`config.mk`:
```
export PLATFORM = sky130hd
export DESIGN_NAME = lcd_frame_sched
export DESIGN_NICKNAME = d
export VERILOG_FILES = /design/src/rtl/lcd_pkg.sv /design/src/rtl/lcd_sched_cmdseq.sv /design/src/rtl/lcd_frame_sched.sv
export SDC_FILE = /design/constraint.sdc
export NUM_CORES = 1
export LEC_CHECK = 0
export ABC_AREA = 1
export CORE_MARGIN = 2
export CORE_UTILIZATION = 30
export CTS_CLUSTER_DIAMETER = 150
export DETAILED_ROUTE_END_ITERATION = 8
export PLACE_DENSITY_LB_ADDON = 0.1
export REMOVE_ABC_BUFFERS = 1
export SETUP_SLACK_MARGIN = 0.4
export SYNTH_ARGS = -nofsm -noshare
export SYNTH_HDL_FRONTEND = slang
export SYNTH_SLANG_ARGS = --single-unit
```
`constraint.sdc`:
```
create_clock -name clk -period 1.8 [get_ports clk]
set_input_delay 0.27 -clock clk [delete_from_list [all_inputs] [get_ports clk]]
set_output_delay 0.27 -clock clk [all_outputs]
set_load 0.01 [all_outputs]
```
`src/rtl/lcd_pkg.sv`:
```
// Shared constants for the LCD frame scheduler: panel opcodes and FSM state encoding.
package lcd_pkg;

    localparam logic [7:0] CASET = 8'h2A;
    localparam logic [7:0] PASET = 8'h2B;
    localparam logic [7:0] RAMWR = 8'h2C;

    localparam logic [3:0] CMD_LAST = 4'd10;

    typedef enum logic [2:0] {
        ST_IDLE,
        ST_SPI,
        ST_WAIT_SYNC,
        ST_CMD,
        ST_PIX
    } sched_state_t;

endpackage

```
`src/rtl/lcd_sched_cmdseq.sv`:
```
// Window-setup command ROM: maps a byte index to {rs, data} for the
// CASET / PASET / RAMWR preamble that opens every frame.
module lcd_sched_cmdseq
    import lcd_pkg::*;
#(
    parameter int H_RES = 320,
    parameter int V_RES = 240
) (
    input  logic [3:0] idx,
    output logic       rs,
    output logic [7:0] data
);

    localparam logic [15:0] H_LAST = 16'(H_RES - 1);
    localparam logic [15:0] V_LAST = 16'(V_RES - 1);

    always_comb begin
        rs   = 1'b1;
        data = 8'h00;
        case (idx)
            4'd0: begin
                rs   = 1'b0;
                data = CASET;
            end
            4'd3: data = H_LAST[15:8];
            4'd4: data = H_LAST[7:0];
            4'd5: begin
                rs   = 1'b0;
                data = PASET;
            end
            4'd8: data = V_LAST[15:8];
            4'd9: data = V_LAST[7:0];
            4'd10: begin
                rs   = 1'b0;
                data = RAMWR;
            end
            default: ;
        endcase
    end

endmodule

```
`src/rtl/lcd_frame_sched.sv`:
```
// LCD frame scheduler: arbitrates SPI pass-through and GPU frames onto one PHY byte stream.
// Tearing-effect synchronisation is enabled by defining LCD_SCHED_TEARSYNC_EN.
//
// state        | meaning
// ST_IDLE      | nothing in flight; SPI request takes priority over a frame request
// ST_SPI       | SPI bytes forwarded straight to the PHY until spi_valid drops
// ST_WAIT_SYNC | frame accepted, waiting for the tearing-effect strobe
// ST_CMD       | emitting the 11-byte window/RAMWR preamble
// ST_PIX       | streaming RGB565 pixels, high byte first
module lcd_frame_sched
    import lcd_pkg::*;
#(
    parameter int H_RES = 320,
    parameter int V_RES = 240
) (
    input  logic        clk,
    input  logic        rst_n,
    input  logic        fmark_stb,
    input  logic        frame_req,
    output logic        frame_busy,
    output logic        frame_done,
    input  logic [15:0] pix_data,
    input  logic        pix_valid,
    output logic        pix_ready,
    input  logic [7:0]  spi_data,
    input  logic        spi_rs,
    input  logic        spi_valid,
    output logic        spi_ready,
    output logic [7:0]  phy_data,
    output logic        phy_rs,
    output logic        phy_valid,
    input  logic        phy_ready
);

    localparam logic [31:0] PIX_TOTAL = 32'(H_RES) * 32'(V_RES);

    sched_state_t state, state_nxt;
    logic [3:0]   cmd_idx, cmd_idx_nxt;
    logic         pix_sel, pix_sel_nxt;
    logic [31:0]  pix_cnt, pix_cnt_nxt;
    logic         cmd_rs;
    logic [7:0]   cmd_data;

`ifndef LCD_SCHED_TEARSYNC_EN
    logic unused_fmark;
    assign unused_fmark = fmark_stb;
`endif

    lcd_sched_cmdseq #(
        .H_RES(H_RES),
        .V_RES(V_RES)
    ) u_cmdseq (
        .idx  (cmd_idx),
        .rs   (cmd_rs),
        .data (cmd_data)
    );

    always_ff @(posedge clk) begin
        if (!rst_n) begin
            state   <= ST_IDLE;
            cmd_idx <= 4'd0;
            pix_sel <= 1'b0;
            pix_cnt <= 32'd0;
        end else begin
            state   <= state_nxt;
            cmd_idx <= cmd_idx_nxt;
            pix_sel <= pix_sel_nxt;
            pix_cnt <= pix_cnt_nxt;
        end
    end

    always_comb begin
        state_nxt   = state;
        cmd_idx_nxt = cmd_idx;
        pix_sel_nxt = pix_sel;
        pix_cnt_nxt = pix_cnt;
        phy_valid   = 1'b0;
        phy_data    = 8'h00;
        phy_rs      = 1'b0;
        pix_ready   = 1'b0;
        spi_ready   = 1'b0;
        frame_busy  = 1'b0;
        frame_done  = 1'b0;

        case (state)
            ST_IDLE: begin
                if (spi_valid)
                    state_nxt = ST_SPI;
                else if (frame_req)
                    state_nxt = ST_WAIT_SYNC;
            end
            ST_SPI: begin
                phy_valid = spi_valid;
                phy_data  = spi_data;
                phy_rs    = spi_rs;
                spi_ready = phy_ready;
                if (!spi_valid)
                    state_nxt = ST_IDLE;
            end
            ST_WAIT_SYNC: begin
                frame_busy = 1'b1;
`ifdef LCD_SCHED_TEARSYNC_EN
                if (fmark_stb)
                    state_nxt = ST_CMD;
`else
                state_nxt = ST_CMD;
`endif
            end
            ST_CMD: begin
                frame_busy = 1'b1;
                phy_valid  = 1'b1;
                phy_data   = cmd_data;
                phy_rs     = cmd_rs;
                if (phy_ready) begin
                    if (cmd_idx == CMD_LAST) begin
                        cmd_idx_nxt = 4'd0;
                        state_nxt   = ST_PIX;
                    end else begin
                        cmd_idx_nxt = cmd_idx + 4'd1;
                    end
                end
            end
            ST_PIX: begin
                frame_busy = 1'b1;
                phy_valid  = pix_valid;
                phy_rs     = 1'b1;
                phy_data   = pix_sel ? pix_data[7:0] : pix_data[15:8];
                if (pix_valid && phy_ready) begin
                    if (!pix_sel) begin
                        pix_sel_nxt = 1'b1;
                    end else begin
                        // pixel is consumed from the source only once both bytes are out
                        pix_sel_nxt = 1'b0;
                        pix_ready   = 1'b1;
                        if (pix_cnt == PIX_TOTAL - 32'd1) begin
                            pix_cnt_nxt = 32'd0;
                            frame_done  = 1'b1;
                            state_nxt   = ST_IDLE;
                        end else begin
                            pix_cnt_nxt = pix_cnt + 32'd1;
                        end
                    end
                end
            end
            default: state_nxt = ST_IDLE;
        endcase

        if (!rst_n) begin
            phy_valid  = 1'b0;
            phy_data   = 8'h00;
            phy_rs     = 1'b0;
            pix_ready  = 1'b0;
            spi_ready  = 1'b0;
            frame_busy = 1'b0;
            frame_done = 1'b0;
        end
    end

endmodule

```
==> out/metrics.yaml, run 1 <==
run_status: "finished with violations"
failed_checks: "negative setup slack"
clock_skew_ns: 0.00430
detailedRoute.firstPassIterationCount: 5
layout.cells.most_common: "buf_4"
crit_path_top_delay_cell: "dfxtp_2"
critPathLaunchType: "flip-flop"
antenna_cells: 0
cellPowerDensity_nw_per_um2: 433
slew_headroom: 0.740
portion_of_synthesized_cell_area_occupied_by_the_leading_cell_type: 0.294
critPathArrivalTime_ns: 1.64
initial_cell_density_of_the_core: 0.311
cts_tree: "built"
required_ns: 1.53
finalSetupViolCount: 12
setup_slack_ns: -0.109
clk-insertion-delay-late_ns: 0.29
routedWlPerCell_um: 13.3
die-width_um: 99.3
critPathLaunch: "state[2]$_SDFFE_PN0P_"
area.growth.synth_to_final_pct: 85.9
period_needed_ns: 1.91
cts.sink_count: 40
gpl.final_weighted_congestion: 0.858
netlist_top_cells_area: "dfxtp_1 29%, nand2_1 15%, nor2_1 9.9%"
numPortBuffers: 44
crit_path_largest_cell_delay_ns: 0.34
fp.dieArea_sq_um: 9860
rsz0062_at_grt: "yes"
final_min_period_over_clock_period: 1.06
grt_first_pass_wirelength_mm: 16.1
post_synthesis_sequential_area_ratio: 0.294
netlist_instances: 436
number_of_top_level_pins: 46
detailed_place_hpwl_mm: 6.72
clock.fmax_ghz: 0.524
detailedRoute.firstIterationViolations: 113
floorplan.core_area_sq_um: 8760
number_of_synthesis_warnings: 0
numCtsBuffers: 5
finalCoreUtilization: 0.578
hold_crit_start: "pix_cnt[15]$_SDFFE_PN0P_"
clk_pin_slew_ns: 0.08
syn-cell-area_sq_um: 2720
layout.cells.most_common_list: "104 x buf_4, 91 x nand2_1, 50 x nor2_1"
cell_by_cell_listing_of_the_critical_path: "inv_2, buf_6, nand2_4, nor2_1, buf_4, buf_12, a22o_1, o21ai_1, inv_1, buf_2"
synth_top_area_cell: "dfxtp_1"
globalRouteTotalUtil: 0.200
maximum_number_of_pins_on_one_net_before_global_route_repair: 14
timing.final.hold_violations: 0
grt_remaining_overflow: 0
drtAntennaViolNets: 0
critical_path.endpoint_type: "primary output"
tightestPinTransition_ns: 0.387
holdBufCountCts: 0
worst_hold_path_type: "flip-flop to flip-flop"
drive_above_1_share: 0.458
critical_path.max_fanout: 5
static-leakage-power_nw: 2.28
cts_root_buffer: "clkbuf_8"
timing.final.max_slew_violations: 0
route.vias.total: 3355
h-tree-depth: 2
synth_area_per_cell_sq_um: 6.25
finalWirelength_mm: 9.67
post-route-drc-count: 0
cts_buffer_depth: 2
netlist-cell-type-count: 41
rr_startpoint: "state[1]$_SDFFE_PN0P_"
max_cap_violations: 0
die_y_um: 99.3
final.setup.tns_ns: -0.436
vias_per_cell: 4.61
vdd.ir_drop.worst_uv: 386
first_global_vias: 3476
net_count_reported_at_finish: 653
placementRows: 34
antenna_found_initial: 0
ys_seq_elements: 40
worstSetupPathType: "flip-flop to primary output"
metal layers:
layer	track usage	vias up	part of all wire
met5	0	-	0
met1	0.258	1532	0.45
met2	0.353	48	0.50
met4	0.0474	0	0.0093
li1	-	1767	-
met3	0.0288	8	0.032
sequential cells by signal, indices dropped and copies added (netlist names):
register	cells
pix_cnt	32
cmd_idx	4
state	3
pix_sel	1
through the flow:
stage | cells | total power, mW | cell area [sq um] | setup slack (ns) | hold slack, ns
after floorplan | 428 | 1.17 | 2660 | 0.223 | 0.390
after global placement | 682 | 1.46 | 4000 | -0.330 | 0.536
after detailed placement | 682 | 1.46 | 4000 | -0.353 | 0.545
after CTS | 712 | 2.18 | 4770 | -0.113 | 0.562
after global routing | 728 | 2.30 | 5060 | -0.191 | 0.610
final | 728 | 2.19 | 5060 | -0.109 | 0.566
logic make-up after synthesis:
kind of cell               synth area share
and+or+nand+nor                       0.473
buffers and inverters                 0.104
AOI/OAI and AO/OA                     0.106
DFF                                   0.294
xor gates and xnor gates             0.0193
adders and majority gates           0.00459
worst max-delay path, delay by kind of cell, from the launching register on:
kind                   cells  cell delay, ns
buffers and inverters      6            0.60
flip-flops                 1            0.34
AO/OA/AOI/OAI              2            0.31
AND/OR/NAND/NOR            2            0.09
synth_stat cells, drive strengths merged:
cell type	number
o22ai	1
o21a	1
dfxtp	40
buf	5
a21oi	24
a22o	1
ha	1
o21ai	11
nand3	30
a211oi	1
o21bai	1
and2	2
or2	2
nand4	11
nor4	1
nand2	118
clkbuf	3
o211ai	3
clkinv	2
a41oi	1
o211a	1
nor3	16
o311ai	1
a31oi	4
and3	1
inv	57
xor2	2
xnor2	4
nor2	86
nor3b	4
nand3b	1
cell type report:
| cell class | instances | area, sq um |
|---|---|---|
| Inverter | 59 | 243 |
| Clock inverter | 2 | 12.5 |
| Multi-Input combinational cell | 329 | 2120 |
| Fill cell | 817 | 3700 |
| Sequential cell | 40 | 816 |
| Timing Repair Buffer | 184 | 1660 |
| Clock buffer | 5 | 68.8 |
| Tap cell | 108 | 135 |
| Timing Repair inverter | 1 | 11.3 |
path summary, 6_finish.rpt:
path | slack, ns | end | cells past startpoint
max | -0.11 | phy_data[4] | 10
min | 0.57 | pix_cnt[15]$_SDFFE_PN0P_ | 3
max reg2reg | -0.01 | pix_cnt[31]$_SDFFE_PN0P_ | 13
min reg2reg | 0.57 | pix_cnt[15]$_SDFFE_PN0P_ | 3
repair_timing:
item / CTS / global route
buffers inserted: 21 / 16
resized for setup: 191 / 46
pin swaps: 40 / 37
endpoints found under the setup margin: 49 / 51
cloned: 2 / 0
power breakdown:
group          switching, mW  leakage [nW]  total (mW)  internal [mW]
Clock                  0.336        0.0400       0.600          0.263
Combinational          0.311          1.92       0.649          0.338
Sequential            0.0301         0.327       0.941          0.911
Power figures use the tool's default switching activity.
==> inputs of run 2 (changes only) <==
--- a/config.mk
+++ b/config.mk
@@ -13,6 +13,7 @@
 export PLACE_DENSITY_LB_ADDON = 0.1
 export REMOVE_ABC_BUFFERS = 1
 export SETUP_SLACK_MARGIN = 0.4
+export SKIP_LAST_GASP = 1
 export SYNTH_ARGS = -nofsm -noshare
 export SYNTH_HDL_FRONTEND = slang
 export SYNTH_SLANG_ARGS = --single-unit
==> run 2 against run 1 <==
The flow still finishes with violations (negative setup slack). Sequential power hardly changed. Clock power hardly changed. Global-route usage is 0.17 points lower. Worst setup slack better by 0.0035 ns. Hold slack worse by 0.0011 ns. Largest cell class unchanged. Largest power group unchanged.
==> out/metrics.yaml, run 2 (synthesized netlist as in run 1, its figures left out) <==
worstSetupPathType: "flip-flop to primary output"
min_delay_worst_endpoint: "pix_cnt[21]$_SDFFE_PN0P_"
fillCellCount: 825  # +0.98%
number_of_top_level_pins: 46  # unchanged
numPortBuffers: 44  # unchanged
static-leakage-power_nw: 2.28  # about the same
tightestPinTransition_ns: 0.411  # +0.0236 ns
finalCoreUtilization: 0.573  # -0.00457
numCtsBuffers: 5  # unchanged
post-route-drc-count: 0  # unchanged
timing.final.hold_violations: 0  # unchanged
finalSetupViolCount: 12  # unchanged
placementRows: 34  # unchanged
floorplan.core_area_sq_um: 8760  # unchanged
layout.cells.most_common: "buf_4"
setup_slack_ns: -0.106  # +0.00348 ns
drive_above_1_share: 0.450  # -0.00790
hold_depth: 3  # unchanged
gpl.final_weighted_congestion: 0.858  # unchanged
detailed_place_hpwl_mm: 6.72  # unchanged
drtAntennaViolNets: 0  # unchanged
antenna_cells: 0  # unchanged
timing.final.max_slew_violations: 0  # unchanged
rsz0062_at_grt: "yes"
fp.dieArea_sq_um: 9860  # unchanged
die_y_um: 99.3  # unchanged
route.vias.total: 3372  # +0.51%
finalWirelength_mm: 9.64  # -0.36%
cts_tree: "built"
net_count_reported_at_finish: 655  # +0.31%
final_min_period_over_clock_period: 1.06  # -0.00193
setup_slack_on_the_worst_flop_to_flop_path_ns: -0.02  # about the same
rr_startpoint: "state[1]$_SDFFE_PN0P_"
critPathArrivalTime_ns: 1.64  # about the same
detailedRoute.firstIterationViolations: 154  # +36%
cts.sink_count: 40  # unchanged
cts_root_buffer: "clkbuf_8"
rr_endpoint: "pix_cnt[31]$_SDFFE_PN0P_"
critical_path.endpoint_type: "primary output"
final-seq-area_sq_um: 817  # +0.15%
slew_headroom: 0.724  # -0.0158
post_layout_instance_area_sq_um: 5020  # -0.79%
finalPower_mw: 2.19  # -0.20%
finalNonFillerCells: 730  # +0.27%
failed_checks: "negative setup slack"
dp_slack_ns: -0.353  # unchanged
clock.fmax_ghz: 0.525  # +0.18%
grt_remaining_overflow: 0  # unchanged
worst_hold_path_type: "flip-flop to flip-flop"
required_ns: 1.53  # about the same
max_cap_violations: 0  # unchanged
clock_skew_ns: 0.00498  # +0.000673 ns
initial_cell_density_of_the_core: 0.311  # unchanged
layout.cells.most_common_list: "104 x buf_4, 92 x nand2_1, 50 x nor2_1"
die-width_um: 99.3  # unchanged
hold_crit_start: "pix_cnt[21]$_SDFFE_PN0P_"
h-tree-depth: 2  # unchanged
critPathLaunchType: "flip-flop"
biggestRegsByFlops: "pix_cnt x32, cmd_idx x4, state x3"
period_needed_ns: 1.91  # -0.00348 ns
detailedRoute.firstPassIterationCount: 4  # -1
holdBufCountCts: 0  # unchanged
vias_per_cell: 4.62  # +0.23%
antenna_found_initial: 0  # unchanged
run_status: "finished with violations"
final.setup.tns_ns: -0.471  # -0.0354 ns
globalRouteTotalUtil: 0.199  # -0.00173
critical_path.max_fanout: 5  # unchanged
first_global_vias: 3444  # -0.92%
vdd.ir_drop.worst_uv: 349  # -9.6%
worstRegToRegCells: 13  # unchanged
maximum_number_of_pins_on_one_net_before_global_route_repair: 14  # unchanged
clk_pin_slew_ns: 0.08  # about the same
area.growth.synth_to_final_pct: 84.4
cell_area_reported_after_detailed_placement_sq_um: 4000  # unchanged
registers.top_by_ff_count: "pix_cnt"
dpl.cell_count: 682  # unchanged
fin_hold_ws_ns: 0.565  # -0.00114 ns
routedWlPerCell_um: 13.2  # -0.63%
cellPowerDensity_nw_per_um2: 435  # +0.59%
multi_input_area_sq_um: 2050  # -3.2%
flip_flop_count_of_the_largest_register_after_layout: 32  # unchanged
clk-insertion-delay-late_ns: 0.29  # about the same
grt_first_pass_wirelength_mm: 16.0  # -0.85%
cts_buffer_depth: 2  # unchanged
## run 2: cell count changes in the layout (fill, tap and decap cells not counted), moves of 2 or more
| cell | before | now |
|---|---|---|
| nand3_2 | 10 | 8 |
| nor2_4 | 22 | 16 |
| nor2_2 | 12 | 18 |
| nor3_1 | 9 | 12 |
| nor3_2 | 6 | 3 |
| nand3_1 | 17 | 19 |
## run 2: timing repair
item,4_1_cts,5_1_grt
buffers inserted,21,18
endpoints found under the setup margin,49,51
pin swaps,39,43
hold endpoints to repair,0,0
cloned,2,0
gates resized for setup,168,56
## run 2: how the worst max path moves through the flow
stage	from	to	slack (ns)	cells after the start
finish	state[2]$_SDFFE_PN0P_	phy_data[4]	-0.11	10
global route	state[2]$_SDFFE_PN0P_	phy_data[6]	-0.19	9
CTS	state[2]$_SDFFE_PN0P_	phy_data[4]	-0.11	10
detailed placement	phy_ready	frame_done	-0.35	6
global placement	phy_ready	frame_done	-0.33	6
floorplan	pix_sel$_SDFFE_PN0P_	pix_cnt[24]$_SDFFE_PN0P_	0.22	8
## run 2: area by class of cell
class                      count  area share
tap                          108      0.0269
clock buffer                   5      0.0137
inverter                      59      0.0483
timing repair buffer         186       0.335
timing repair inverter         1     0.00224
clock inverter                 2     0.00249
multi-input combinational    329       0.409
sequential                    40       0.163
## run 2: worst max-delay path, cell delays in order (launching register included)
cell and delay (ns):
dfxtp_2 0.34, inv_2 0.04, buf_6 0.11, nand2_4 0.05, nor2_1 0.04, buf_4 0.15
buf_12 0.13, a22o_1 0.20, o21ai_1 0.11, inv_1 0.04, buf_2 0.13
## run 2: power by group
group | switching [mW] | internal, mW
Clock | 0.333 | 0.263
Combinational | 0.307 | 0.341
Sequential | 0.0305 | 0.911
## run 2: metal layers
layer	up-vias	GRT usage	part of all wire
li1	1767	-	-
met1	1535	0.260	0.45
met2	56	0.347	0.50
met3	14	0.0267	0.038
met4	0	0.0474	0.015
met5	-	0	0
==> inputs of run 3 (changes only) <==
--- a/config.mk
+++ b/config.mk
@@ -6,6 +6,8 @@
 export NUM_CORES = 1
 export LEC_CHECK = 0
 export ABC_AREA = 1
+export CELL_PAD_IN_SITES_DETAIL_PLACEMENT = 0
+export CELL_PAD_IN_SITES_GLOBAL_PLACEMENT = 1
 export CORE_MARGIN = 2
 export CORE_UTILIZATION = 30
 export CTS_CLUSTER_DIAMETER = 150
==> run 3 against run 2 <==
Via count rose by 0.15%. Count of clock-buffer cells in the layout rose by 1. Flip-flop and latch count did not move. The run still ends with negative setup slack left. Sequential power fell by 0.4%. Worst setup slack improved by 0.049 ns. Global-route usage fell by 1.1 points. Design area fell by 3.8%. First-iteration DRC count fell by 26%. Critical endpoint is now phy_data[5]. Critical path depth fell by 2. Cell count fell by 1.1%. Core utilization fell by 2.2 points. Die area did not move.
==> out/metrics.yaml, run 3 (synthesized netlist as in run 1, its figures left out) <==
rr_startpoint: "pix_cnt[0]$_SDFFE_PN0P_"
rsz0062_at_grt: "yes"
maximum_number_of_pins_on_one_net_before_global_route_repair: 15  # +1
met2_usage: 0.300  # -0.0463
worstSetupPathType: "flip-flop to primary output"
critPathLaunch: "state[1]$_SDFFE_PN0P_"
max_cap_violations: 0  # unchanged
run_status: "finished with violations"
cts.sink_count: 40  # unchanged
antenna_found_initial: 0  # unchanged
worstRegToRegCells: 11  # -2
detailedRoute.firstIterationViolations: 114  # -26%
area.growth.synth_to_final_pct: 77.4
busiest_layer: "met2"
power_frac_clock: 0.281  # +0.008
layout.cells.most_common: "buf_4"
p_sw_frac: 0.302  # -0.00518
dpl.cell_count: 681  # -0.15%
critical_path.endpoint_type: "primary output"
timing.final.max_slew_violations: 0  # unchanged
initial_cell_density_of_the_core: 0.311  # unchanged
crit_path_top_delay_cell: "dfxtp_4"
critical_path.max_fanout: 5  # unchanged
combinationalPowerShare: 0.279  # -0.017
static-leakage-power_nw: 2.26  # -0.80%
period_needed_ns: 1.86  # -0.0491 ns
failed_checks: "negative setup slack"
biggestRegsByFlops: "pix_cnt x32, cmd_idx x4, state x3"
min_delay_worst_endpoint: "cmd_idx[2]$_SDFFE_PN0P_"
net_count_reported_at_finish: 647  # -1.2%
hold_depth: 4  # +1
timing.final.hold_violations: 0  # unchanged
registers.top_by_ff_count: "pix_cnt"
clk_pin_slew_ns: 0.08  # about the same
die_y_um: 99.3  # unchanged
power.sequential.fraction: 0.440  # +0.009
critPathArrivalTime_ns: 1.59  # -0.05 ns
hold_crit_start: "rst_n"
required_ns: 1.53  # about the same
vdd.ir_drop.worst_uv: 261  # -25%
numCtsBuffers: 5  # unchanged
cts_buffer_depth: 2  # unchanged
cellPowerDensity_nw_per_um2: 441  # +1.4%
numPortBuffers: 44  # unchanged
p_int_mw: 1.49  # -1.7%
crit_path_largest_cell_delay_ns: 0.37  # +0.03 ns
met1_usage: 0.269  # +0.00841
finalNonFillerCells: 722  # -1.1%
finalWirelength_mm: 9.16  # -5.0%
clk-insertion-delay-late_ns: 0.30  # about the same
clock_skew_ns: 0.0110  # +0.00598 ns
h-tree-depth: 2  # unchanged
slew_headroom: 0.812  # +0.0878
cell_by_cell_listing_of_the_critical_path: "nor2_4, nand2_4, clkinvlp_4, buf_6, buf_6, o211ai_1, a31oi_1, buf_2"
drtAntennaViolNets: 0  # unchanged
setup_slack_ns: -0.0568  # +0.0491 ns
die-width_um: 99.3  # unchanged
clock.fmax_ghz: 0.539  # +2.6%
floorplan.core_area_sq_um: 8760  # unchanged
drive_above_1_share: 0.435  # -0.0153
routedWlPerCell_um: 12.7  # -3.9%
globalRouteTotalUtil: 0.188  # -0.0109
antenna_cells: 0  # unchanged
rr_endpoint: "pix_cnt[24]$_SDFFE_PN0P_"
route.vias.total: 3377  # +0.15%
setup_slack_on_the_worst_flop_to_flop_path_ns: 0.07  # +0.09 ns
grt_first_pass_wirelength_mm: 15.0  # -6.6%
number_of_top_level_pins: 46  # unchanged
power.switching_mw: 0.643  # -4.1%
grt_remaining_overflow: 0  # unchanged
global_routing_usage_on_met3: 0.0281  # +0.00141
final_min_period_over_clock_period: 1.03  # -0.0273
critical-path-top-cell-by-count: "buf_6"
finalPower_mw: 2.13  # -2.4%
cts_tree: "built"
first_global_vias: 3220  # -6.5%
critPathLaunchType: "flip-flop"
layout.cells.most_common_list: "108 x buf_4, 101 x nand2_1, 57 x nor2_1"
detailedRoute.firstPassIterationCount: 4  # unchanged
cts_root_buffer: "clkbuf_8"
post-route-drc-count: 0  # unchanged
detailed_place_hpwl_mm: 6.75  # +0.38%
fp.dieArea_sq_um: 9860  # unchanged
tightestPinTransition_ns: 0.280  # -0.131 ns
final.setup.tns_ns: -0.0689  # +0.402 ns
flip_flop_count_of_the_largest_register_after_layout: 32  # unchanged
worst_hold_path_type: "input pin to flip-flop"
placementRows: 34  # unchanged
gpl.final_weighted_congestion: 0.804  # -6.3%
finalSetupViolCount: 3  # -9
vias_per_cell: 4.68  # +1.3%
-- run 3: changes by cell type in the layout (fill, tap and decap cells not counted), sizes merged, moves of 2 or more --
cell	previous run	this run
clkdlybuf4s15	2	0
buf	154	148
clkdlybuf4s50	30	28
inv	58	56
-- run 3: repair_timing --
action | in CTS | in global routing
gates cloned | 1 | 0
endpoints found under the setup margin | 48 | 51
gates resized for setup | 164 | 44
setup buffers | 23 | 10
pin swaps | 24 | 28
hold buffers | 0 | 0
-- run 3: power by group through the flow --
stage | Combinational, mW | Sequential [mW] | Clock (mW)
floorplan | 0.215 | 0.952 | 0
global placement | 0.503 | 0.955 | 0
detailed placement | 0.507 | 0.956 | 0
CTS | 0.544 | 0.939 | 0.625
global route | 0.649 | 0.941 | 0.662
finish | 0.596 | 0.938 | 0.599
-- run 3: how the worst max path moves through the flow --
stage / end / slack (ns) / cells after the start
after global routing: phy_data[5] / -0.13 / 8
after floorplan: pix_cnt[24]$_SDFFE_PN0P_ / 0.22 / 8
after global placement: frame_done / -0.35 / 6
after detailed placement: frame_done / -0.38 / 6
final: phy_data[5] / -0.06 / 8
after CTS: phy_data[5] / -0.04 / 8
-- run 3: cell type report --
cell class	instances	area [sq um]
clock buffers	6	72.6
clock inverters	1	5.00
fillers	870	3930
inverters	59	243
multi-input cells	329	2000
flip-flops and latches	40	828
well taps	108	135
repair buffers	179	1550
-- run 3: metal layers --
metal,vias up,share of wire
met1,1560,0.49
met5,-,0
met3,7,0.039
met2,56,0.46
li1,1754,-
met4,0,0.0081
-- run 3: through the flow --
| step | hold slack [ns] | utilization | instance area [sq um] | worst slack (ns) |
|---|---|---|---|---|
| 2_1_floorplan | 0.390 | - | 2660 | 0.223 |
| 3_3_place_gp | 0.494 | 0.457 | 4010 | -0.350 |
| 3_5_place_dp | 0.508 | 0.457 | 4010 | -0.378 |
| 4_1_cts | 0.526 | 0.521 | 4570 | -0.0372 |
| 5_1_grt | 0.495 | 0.551 | 4830 | -0.133 |
| 6_report | 0.478 | 0.551 | 4830 | -0.0568 |
-- run 3: worst max-delay path: cells and delay by family (launching register included) --
family / cells / cell delay (ns)
buffers and inverters: 4 / 0.49
AND/OR/NAND/NOR: 2 / 0.21
AO/OA/AOI/OAI: 2 / 0.23
flip-flops: 1 / 0.37
